## src/rtl/xc_aessub_pkg.sv

```systemverilog
// Shared AES definitions for the xc_aes* instruction units.
//   - S-box affine constants and the GF(2^8) reduction polynomial
//   - FSM state encodings for the iterative SubBytes unit
//   - GF(2^8) helper functions: multiply, invert, forward/inverse affine
// Config macro used by the consumers of this package: XC_AESSUB_PARALLEL_EN
package xc_aessub_pkg;

  localparam logic [7:0] AES_AFFINE_FWD = 8'h63;
  localparam logic [7:0] AES_AFFINE_INV = 8'h05;
  localparam logic [8:0] AES_POLY       = 9'h11b;

  localparam logic [1:0] ST_IDLE = 2'd0;
  localparam logic [1:0] ST_BUSY = 2'd1;
  localparam logic [1:0] ST_DONE = 2'd2;

  // Shift-and-add multiply; each doubling is reduced by the low byte of the
  // polynomial since bit 8 falls off the top of the byte.
  function automatic logic [7:0] gf_mul(input logic [7:0] a, input logic [7:0] b);
    logic [7:0] acc;
    logic [7:0] x;
    acc = 8'h00;
    x   = a;
    for (int i = 0; i < 8; i++) begin
      if (b[i]) acc = acc ^ x;
      x = {x[6:0], 1'b0} ^ (x[7] ? AES_POLY[7:0] : 8'h00);
    end
    return acc;
  endfunction

  // Multiplicative inverse as a^254 (Fermat), using the addition chain
  // 2,3,12,15,240,252,254. a=0 naturally maps to 0.
  function automatic logic [7:0] gf_inv(input logic [7:0] a);
    logic [7:0] x2, x3, x12, x15, x240, x252;
    x2   = gf_mul(a, a);
    x3   = gf_mul(x2, a);
    x12  = gf_mul(gf_mul(x3, x3), gf_mul(x3, x3));
    x15  = gf_mul(x12, x3);
    x240 = gf_mul(x15, x15);
    x240 = gf_mul(x240, x240);
    x240 = gf_mul(x240, x240);
    x240 = gf_mul(x240, x240);
    x252 = gf_mul(x240, x12);
    return gf_mul(x252, x2);
  endfunction

  // b ^ rotl1 ^ rotl2 ^ rotl3 ^ rotl4 ^ 0x63
  function automatic logic [7:0] aff_fwd(input logic [7:0] b);
    return b ^ {b[6:0], b[7]} ^ {b[5:0], b[7:6]} ^ {b[4:0], b[7:5]} ^
           {b[3:0], b[7:4]} ^ AES_AFFINE_FWD;
  endfunction

  // rotl1 ^ rotl3 ^ rotl6 ^ 0x05
  function automatic logic [7:0] aff_inv(input logic [7:0] s);
    return {s[6:0], s[7]} ^ {s[4:0], s[7:5]} ^ {s[1:0], s[7:2]} ^ AES_AFFINE_INV;
  endfunction

endpackage

```

## src/rtl/xc_aes_sbox.sv

```systemverilog
// Combinational AES S-box, forward and inverse.
// Ports:
//   a   in  8  input byte
//   enc in  1  1 = forward S-box, 0 = inverse S-box
//   s   out 8  substituted byte
// One field inverter is shared by both directions: the forward path applies
// the affine map after inversion, the inverse path applies the inverse affine
// map before inversion.
module xc_aes_sbox
  import xc_aessub_pkg::*;
(
  input  logic [7:0] a,
  input  logic       enc,
  output logic [7:0] s
);

  logic [7:0] inv_in;
  logic [7:0] inv_out;

  assign inv_in  = enc ? a : aff_inv(a);
  assign inv_out = gf_inv(inv_in);
  assign s       = enc ? aff_fwd(inv_out) : inv_out;

endmodule

```

## src/rtl/xc_aessub.sv

```systemverilog
// AES SubBytes instruction unit (xc.aessub.enc / xc.aessub.dec).
// Gathers one ShiftRows-permuted column from rs1/rs2 and substitutes each byte.
// Ports:
//   clock  in  1   clock, rising edge
//   reset  in  1   synchronous, active-low reset
//   valid  in  1   request outstanding
//   rs1    in  32  source register 1
//   rs2    in  32  source register 2
//   enc    in  1   1 = forward S-box, 0 = inverse S-box
//   ready  out 1   result valid this cycle (one-cycle pulse, registered)
//   result out 32  {S(rs2[31:24]), S(rs1[23:16]), S(rs2[15:8]), S(rs1[7:0])}
// Config: define XC_AESSUB_PARALLEL_EN for four S-boxes and single-cycle
// latency; otherwise one shared S-box processes a byte per cycle.
module xc_aessub
  import xc_aessub_pkg::*;
(
  input  logic        clock,
  input  logic        reset,
  input  logic        valid,
  input  logic [31:0] rs1,
  input  logic [31:0] rs2,
  input  logic        enc,
  output logic        ready,
  output logic [31:0] result
);

  logic [1:0]  state_q, state_d;
  logic [1:0]  ctr_q, ctr_d;
  logic [31:0] result_q, result_d;
  logic        ready_q, ready_d;
  logic [31:0] col_word;

  assign col_word = {rs2[31:24], rs1[23:16], rs2[15:8], rs1[7:0]};

`ifdef XC_AESSUB_PARALLEL_EN
  logic [31:0] sub_word;

  for (genvar g = 0; g < 4; g++) begin : g_sbox
    xc_aes_sbox u_sbox (
      .a   (col_word[8*g +: 8]),
      .enc (enc),
      .s   (sub_word[8*g +: 8])
    );
  end

  always_comb begin
    state_d  = state_q;
    ctr_d    = 2'd0;
    result_d = result_q;
    ready_d  = 1'b0;
    case (state_q)
      ST_IDLE: begin
        if (valid) begin
          result_d = sub_word;
          state_d  = ST_DONE;
          ready_d  = 1'b1;
        end
      end
      default: state_d = ST_IDLE;
    endcase
  end
`else
  logic [7:0] sel_byte;
  logic [7:0] sub_byte;

  // ctr is 0 in IDLE, so the same mux serves the first byte and the BUSY bytes.
  assign sel_byte = col_word[{ctr_q, 3'b000} +: 8];

  xc_aes_sbox u_sbox (
    .a   (sel_byte),
    .enc (enc),
    .s   (sub_byte)
  );

  // ready is raised on entry to DONE rather than decoded from valid, so there
  // is no combinational input-to-ready path; the requester keeps valid high
  // until it sees ready, so the two agree.
  always_comb begin
    state_d  = state_q;
    ctr_d    = ctr_q;
    result_d = result_q;
    ready_d  = 1'b0;
    case (state_q)
      ST_IDLE: begin
        if (valid) begin
          result_d[7:0] = sub_byte;
          ctr_d         = 2'd1;
          state_d       = ST_BUSY;
        end
      end
      ST_BUSY: begin
        if (valid) begin
          result_d[{ctr_q, 3'b000} +: 8] = sub_byte;
          ctr_d = ctr_q + 2'd1;
          if (ctr_q == 2'd3) begin
            state_d = ST_DONE;
            ready_d = 1'b1;
          end
        end else begin
          // Abort: the partially written result stays but is never flagged ready.
          ctr_d   = 2'd0;
          state_d = ST_IDLE;
        end
      end
      default: begin
        ctr_d   = 2'd0;
        state_d = ST_IDLE;
      end
    endcase
  end
`endif

  always_ff @(posedge clock) begin
    if (!reset) begin
      state_q  <= ST_IDLE;
      ctr_q    <= 2'd0;
      result_q <= 32'h0;
      ready_q  <= 1'b0;
    end else begin
      state_q  <= state_d;
      ctr_q    <= ctr_d;
      result_q <= result_d;
      ready_q  <= ready_d;
    end
  end

  assign ready  = ready_q;
  assign result = result_q;

endmodule
```

## config.mk

```make
export PLATFORM = sky130hd
export DESIGN_NAME = xc_aessub
export DESIGN_NICKNAME = d
export VERILOG_FILES = /design/src/rtl/xc_aessub_pkg.sv /design/src/rtl/xc_aes_sbox.sv /design/src/rtl/xc_aessub.sv
export SDC_FILE = /design/constraint.sdc
export NUM_CORES = 1
export LEC_CHECK = 0
export CAP_MARGIN = 20
export CORE_MARGIN = 4
export CORE_UTILIZATION = 58
export CTS_BUF_LIST = sky130_fd_sc_hd__clkbuf_4
export DETAILED_ROUTE_END_ITERATION = 8
export GPL_ROUTABILITY_DRIVEN = 0
export GPL_TIMING_DRIVEN = 0
export PLACE_DENSITY_LB_ADDON = 0.3
export SYNTH_ARGS = -nofsm -noshare
export SYNTH_HDL_FRONTEND = slang
export SYNTH_SLANG_ARGS = --single-unit
```

## constraint.sdc

```tcl
create_clock -name clock -period 26.5 [get_ports clock]
set_input_delay 3.975 -clock clock [delete_from_list [all_inputs] [get_ports clock]]
set_output_delay 3.975 -clock clock [all_outputs]
set_load 0.01 [all_outputs]
```

==> results_dict.tcl <==
set metrics [dict create \
    status "completed" \
    placed_area_um2 14900 \
    yosys.area_share.simple 0.187 \
    area_delta_synth_final_pct 9.83 \
    drc 0 \
    max_freq_mhz 39.6 \
    synth_top_family_by_area "XOR/XNOR gates" \
    synth-main-ff-cell "dfxtp_1" \
    num_vias 12400 \
    ys_types 113 \
    drtAntennaViolNets 0 \
    holdPathStages 2 \
    avgSynthCellArea_um2 8.46 \
    synth-xor-area-share 0.464 \
    fin_crit_ps 25270 \
    dieArea_um2 26400 \
    r2r-end "result[9]" \
    synth.cell_area_um2 13900 \
    dp_hpwl_mm 28.4 \
    min_to "result[31]" \
    drive_gt1_frac 0.127 \
    min_path_type "flip-flop to flip-flop" \
    critPathMaxFanout 19 \
    avgRoutedWirePerCell_um 18.1 \
    synth_area_leaders "xnor3_1, xnor2_1, xor2_1, nor2_1, dfxtp_1" \
    timing.hold.ws_ps 475 \
    cts_max_level 2 \
    worst_setup_path_start_kind "primary input" \
    grt_max_degree 20 \
    crit_top_cell "xnor2_1" \
    final_nets 1797 \
    synth.most_common_cell "xnor2_1" \
    port_buffers 68 \
    ys_async_sr_fraction 0 \
    synth_edf_count 0 \
    viasPerCell 6.09 \
    rows 56 \
    maxCapViolations 0 \
    crit_required_ps 26790 \
    endpoint_kind "flip-flop" \
    drtIter0Drc 1160 \
    syn_inst 1637 \
    grt-ovfl-total 0 \
    synth-seq-cells 37 \
    routed_wirelength_mm 36.9 \
    worst_clock_skew_ps 15.1 \
    clockRootBuffer "clkbuf_4" \
    cpPeakStageDelay_ps 560 \
    track_usage 0.269 \
    ys.warnings.count 0 \
    relSlewSlack 0.301 \
    die_w_um 163 \
    netlist_top_cells_count "xnor2_1, nor2_1, nand2_1, xnor3_1, xor2_1" \
    holdBufCountCts 0 \
    clock_path_buffers 2 \
    slowest_stage "xnor3_2" \
    arrival_ps 25570 \
    first_global_vias 11900 \
    synthesis.nets 1717 \
    r2r_cells 85 \
    diodes 0 \
    crit_type "primary input to flip-flop" \
    clk_pin_slew_ps 130 \
    worstMarginPinSlew_ps 1050 \
    cts_made_buffers 5 \
    synth_top_area_frac 0.159 \
    seq_area_frac_synth 0.0535 \
    final_cell_area_um2 15200 \
    setup_viol 0 \
    synth_top_area_cell "xnor3_1" \
    drt_first_pass_iters 6 \
    final_max_slew_viol_count 0 \
    hold_viol 0 \
    antenna_found_initial 0 \
    ios 101 \
    start_util 0.590 \
    clk-insertion-delay-late_ps 340 \
    r2r-start "ctr_q[0]" \
    die_h_um 163 \
    fin_crit_sh 0.954 \
    hold_path_startpoint "result[31]" \
    cts_tree "yes" \
    synth_fa_ha_area_frac 0.0123 \
    numClockSinks 37 \
    reg2reg_slack_ps 4590 \
    grt_pass1_wl_mm 60.0 \
    muxShareOfSynthArea 0.0694 \
    synth_compound_area_frac 0.166 \
    core_area_um2 23500 \
]
==> worst max path at each step <==
stage,start,depth (start not counted),slack (ps),endpoint
3_5_place_dp,rs2[30],86,-1210,result[20]
5_1_grt,rs2[30],85,-70,result[9]
2_1_floorplan,rs2[28],85,2840,result[11]
6_report,rs1[22],85,1230,result[9]
3_3_place_gp,rs2[28],87,-840,result[17]
4_1_cts,rs2[30],84,160,result[9]
==> stage by stage <==
step / TNS, ps / util / cells / worst slack, ps
4_1_cts: 0 / 0.641 / 2030 / 159
5_1_grt: -711 / 0.648 / 2037 / -74.9
3_3_place_gp: -20970 / 0.636 / 2024 / -840
2_1_floorplan: 0 / - / 1637 / 2840
6_report: 0 / 0.648 / 2037 / 1230
3_5_place_dp: -33820 / 0.636 / 2024 / -1210
==> kinds of logic (layout without fill, tap and decap cells) <==
family	after synthesis	in the layout
AND/OR/NAND/NOR	555	555
XOR/XNOR	498	498
AO/OA/AOI/OAI	313	313
buffers and inverters	143	224
multiplexers	77	77
flip-flops	37	37
adder cells (fa/ha/maj)	14	14
==> layout by cell type (no fill, tap or decap), drive strengths merged, types with 29 or more instances in the layout <==
cell           instances
buf                   73
xnor3                107
a21oi                 60
clkdlybuf4s50         68
nand3                 42
xnor2                274
nor3                  43
o21ai                 63
xor2                 103
nor2                 214
mux2i                 54
clkbuf                53
dfxtp                 37
a22o                  29
nand2                131
==> what timing repair did <==
action / in CTS / in global routing
endpoints found under the setup margin: 32 / 32
setup buffers: 0 / 6
pin swaps: 0 / 2
resized for setup: 5 / 32
==> registers in the layout (all words and copies together) (netlist names) <==
name / flops
ctr_q: 2
state_q: 2
ready: 1
result: 32
==> layout make-up <==
type	instances	area, µm²
Multi-Input combinational cell	1457	12600
Clock inverter	3	46.3
Timing Repair Buffer	76	736
Sequential cell	37	741
Fill cell	2015	8250
Tap cell	319	399
Clock buffer	5	37.5
Buffer	113	578
Inverter	27	105
==> per-layer routing <==
metal,GRT usage,vias up,share of wire
met4,0.0743,0,0.028
met1,0.367,5836,0.43
li1,-,5910,-
met3,0.0238,90,0.071
met2,0.458,560,0.47
met5,0,-,0
==> worst max-delay path: cells and delay by family <==
kind | cells | cell delay (ps)
AO/OA/AOI/OAI | 9 | 1950
XOR/XNOR | 35 | 10650
adder cells (fa/ha/maj) | 7 | 2690
buffers and inverters | 19 | 3930
multiplexers | 2 | 550
AND/OR/NAND/NOR | 13 | 1740
Power is not shown: default switching activity piles up to over one toggle a cycle in this logic, so the estimate is an artifact.
